--- config.mk ---
export PLATFORM = sky130hd
export DESIGN_NAME = paraleloserie_idl_tx
export DESIGN_NICKNAME = d
export VERILOG_FILES = /design/src/rtl/paraleloserie_idl_tx.sv
export SDC_FILE = /design/constraint.sdc
export NUM_CORES = 1
export LEC_CHECK = 0
export BUFFER_PORTS_ARGS = -buffer_cell sky130_fd_sc_hd__buf_2
export CAP_MARGIN = 20
export CORE_ASPECT_RATIO = 1.2
export CORE_UTILIZATION = 30
export DETAILED_ROUTE_END_ITERATION = 8
export PLACE_DENSITY = 0.54
export SLEW_MARGIN = 20
export SYNTH_ARGS = -nofsm -noshare
export SYNTH_HDL_FRONTEND = slang
export SYNTH_SLANG_ARGS = --single-unit
--- constraint.sdc ---
create_clock -name clk32f -period 1.3 [get_ports clk32f]
set_input_delay 0.26 -clock clk32f [delete_from_list [all_inputs] [get_ports clk32f]]
set_output_delay 0.26 -clock clk32f [all_outputs]
set_load 0.02 [all_outputs]
--- src/rtl/paraleloserie_idl_tx.sv ---
// ============================================================================
// Module   : paraleloserie_idl_tx
// Brief    : Parallel-to-serial link transmitter. Sends a COM alignment
//            preamble after reset, then user bytes or IDL symbols, MSB first.
// Revision : 1.0 - initial release
// ============================================================================
`default_nettype none

module paraleloserie_idl_tx #(
    parameter logic [7:0]  COM_SYM   = 8'hBC,
    parameter logic [7:0]  IDL_SYM   = 8'h7C,
    parameter int unsigned COM_COUNT = 4
) (
    input  logic       clk32f,
    input  logic       reset,
    input  logic [7:0] data_in,
    input  logic       valid_in,
    output logic       ready,
    output logic       out,
    output logic       active
);

    localparam logic [0:0] ST_SYNC    = 1'b0;
    localparam logic [0:0] ST_ACTIVE  = 1'b1;
    localparam logic [3:0] C_LAST_COM = 4'(COM_COUNT - 1);

    logic [0:0] r_state;
    logic [2:0] r_bit_cnt;
    logic [3:0] r_com_cnt;
    logic [7:0] r_shift;
    logic       r_out;

    logic       w_sym_end;
    logic       w_ready;
    logic [7:0] w_next_sym;

    assign w_sym_end = (r_bit_cnt == 3'd7);

    // Decoded purely from registers so the source sees a glitch-free strobe
    // that never depends on its own data/valid.
    assign w_ready = w_sym_end &&
                     ((r_state == ST_ACTIVE) || (r_com_cnt == C_LAST_COM));

    always_comb begin
        w_next_sym = COM_SYM;
        if (w_ready) begin
            w_next_sym = valid_in ? data_in : IDL_SYM;
        end
    end

    always_ff @(posedge clk32f) begin
        if (reset) begin
            r_state   <= ST_SYNC;
            r_bit_cnt <= 3'd0;
            r_com_cnt <= 4'd0;
            r_shift   <= COM_SYM;
            r_out     <= 1'b0;
        end else begin
            r_out     <= r_shift[3'd7 - r_bit_cnt];
            r_bit_cnt <= r_bit_cnt + 3'd1;
            if (w_sym_end) begin
                r_shift <= w_next_sym;
                if (r_state == ST_SYNC) begin
                    r_com_cnt <= r_com_cnt + 4'd1;
                    if (r_com_cnt == C_LAST_COM) begin
                        r_state <= ST_ACTIVE;
                    end
                end
            end
        end
    end

    assign ready  = w_ready;
    assign out    = r_out;
    assign active = (r_state == ST_ACTIVE);

endmodule

`default_nettype wire

==> metrics.csv <==
metric,value,unit
htreeDepth,1,
p_per_area,862,nW/um2
cts-root-buf,clkbuf_4,
crit_path_max_incr_delay,0.34,ns
synthTopCellsByArea,"dfxtp_1 (45%), o32a_1 (6.6%), or3b_2 (5.8%)",
dpl.hpwl,1.17,mm
drive_gt1_share,50.5,%
crit_type,reg2out,
min-delay-start,data_in[0],
drv_cap,0,
worstPathCellList,"ha_4, nor3b_4, o21ai_2, inv_1, buf_6",
num_io_pins,14,
die_x,47.9,um
synth_warnings,0,
initial_core_util,32.5,%
fmax,660,MHz
route.vias.total,644,
async_flop_share,0,%
first_pass_iters,3,
routed_wl,1.56,mm
tritoncts,done,
std_cell_rows,19,
drc,0,
gp_congestion,0.737,
syn-num-nets,85,
cts_made_buffers,3,
grt_max_degree,10,
yosysTopAreaCell,dfxtp_1,
vias_per_cell,4.81,
whs_endpoint,r_shift[0],
rsz0062_at_grt,true,
ys_seq_area_share,45.0,%
fin_crit_sh,116,%
status,"complete, but fails checks",
cts_hold_buf,0,
cp-end-kind,primary output,
timing.hold.ws,0.237,ns
period_minus_slack,1.51,ns
setup_ws,-0.214,ns
syn_to_final_growth,45.0,%
clock_path_buffers,2,
slowest_stage,dfxtp_2,
insertion_delay,0.29,ns
grt_pass1_vias,615,
ys_ff_latch,17,
syn_avg_cell_area,10.7,um2
nets,118,
setup_viol,2,
antenna_cells,0,
dieHeight,57.0,um
final_hold_viol_count,0,
core_area,2330,um2
slew_headroom,83.1,%
synth_edf_count,0,
grt_pass1_wl,2.64,mm
clk_pin_slew,0.10,ns
antenna_found_initial,0,
post_drt_wl_per_cell,11.7,um
worstReg2RegEnd,out,
syn_area,757,um2
synth.top_cells.by_count,"dfxtp_1 (17), nor2_1 (6), a21oi_1 (5), o32a_1 (5), or3b_2 (5)",
postSynthCellCount,71,
rr_worst_depth,5,
tightest_slew,0.254,ns
irDropWorstVdd,0.465,mV
drtAntennaViolNets,0,
critPathLaunchType,flip-flop,
synth_top_area_share,45.0,%
die_area,2730,um2
tns,-0.228,ns
reg2reg_slack,-0.01,ns
required,1.04,ns
drt-initial-drc-count,9,
arrival,1.25,ns
finish.utilization,47.1,%
numClockSinks,17,
leakage,0.477,nW
synth_ff_type,dfxtp_1,
crit_buf_inv,2,
port_buffers,13,
hold_path.class,in2reg,
overflow,0,
path_delay_family,flip-flops,
r2r_start,r_bit_cnt[1],
skew,0.00979,ns
synth.distinct_cells,24,
maxSlewViolCount,0,
synth.most_common_cell,dfxtp_1,
hold_path_depth,3,
violations,setup timing,
grt.total_usage,13.3,%
crit_fanout,2,
==> routing by layer <==
layer / GRT usage [%] / vias to the layer above / share of wire [%]
li1: - / 330 / -
met1: 18.2 / 305 / 48
met2: 19.7 / 7 / 49
met3: 1.90 / 2 / 2.0
met4: 7.14 / 0 / 0.90
met5: 0 / - / 0
==> what timing repair did <==
item,CTS,global route
gates resized for setup,8,11
setup buffers,2,2
pin swaps,2,10
cloned,0,0
setup endpoints to repair,2,8
==> logic make-up after synthesis <==
group | after synthesis | synth area share [%]
buffers and inverters | 6 | 3.14
AND/OR/NAND/NOR | 21 | 20.0
multiplexers | 4 | 7.44
AO/OA/AOI/OAI | 19 | 18.3
XOR/XNOR | 1 | 1.16
flip-flops | 17 | 45.0
adder cells (fa/ha/maj) | 3 | 4.96
==> report_power, final <==
group,internal (mW),total (mW),switching [mW]
Sequential,0.533,0.543,0.0106
Combinational,0.0717,0.125,0.0528
Clock,0.119,0.278,0.159
Total,0.724,0.946,0.222
==> metrics by stage <==
step / area [um2] / total power [mW] / std cells / setup WS [ns]
after floorplan: 778 / 0.606 / 71 / -0.00213
after global placement: 965 / 0.656 / 126 / 0.00406
after detailed placement: 965 / 0.658 / 126 / -0.00761
after CTS: 1040 / 0.942 / 132 / -0.258
after global routing: 1100 / 0.989 / 134 / -0.266
final: 1100 / 0.946 / 134 / -0.214
==> layout by cell type, fill, tap and decap left out, drive strengths merged <==
master,count
nand3,1
or3b,5
mux4,1
dfxtp,17
clkbuf,4
a21oi,5
nor2,6
xor2,1
a21o,2
a311oi,1
nand4b,1
o2111ai,2
ha,3
buf,31
nand2b,2
o21ai,3
o32a,5
inv,3
nor3b,1
or3,2
nor2b,3
mux2i,3
o31ai,1
==> worst max path at each step <==
stage            startpoint  cells after the start          to  slack [ns]
5_1_grt        r_com_cnt[1]                      5       ready       -0.27
6_report       r_com_cnt[1]                      5       ready       -0.21
2_1_floorplan  r_com_cnt[0]                      4       ready      -0.002
3_3_place_gp   r_com_cnt[0]                      5       ready       0.004
4_1_cts        r_com_cnt[1]                      5       ready       -0.26
3_5_place_dp   r_bit_cnt[1]                      4  r_shift[6]      -0.008
==> sequential cells by signal, summed over array words and instances, names as in the netlist <==
signal	flops
active	1
out	1
r_bit_cnt	3
r_com_cnt	4
r_shift	8
==> worst reg2reg max path, cell delays in order (launching register included) <==
cell,delay [ns]
dfxtp_2,0.37
buf_6,0.11
buf_6,0.08
mux4_2,0.50
nor2_2,0.11
a311oi_1,0.04
==> final cells by class <==
type                       instances  area [um2]
clock buffer                       4        26.3
fill                             248        1230
inverter                           3        11.3
multi-input combinational         48         447
sequential                        17         345
tap                               31        38.8
timing repair buffer              31         229
(Power assumes the default switching activity.)
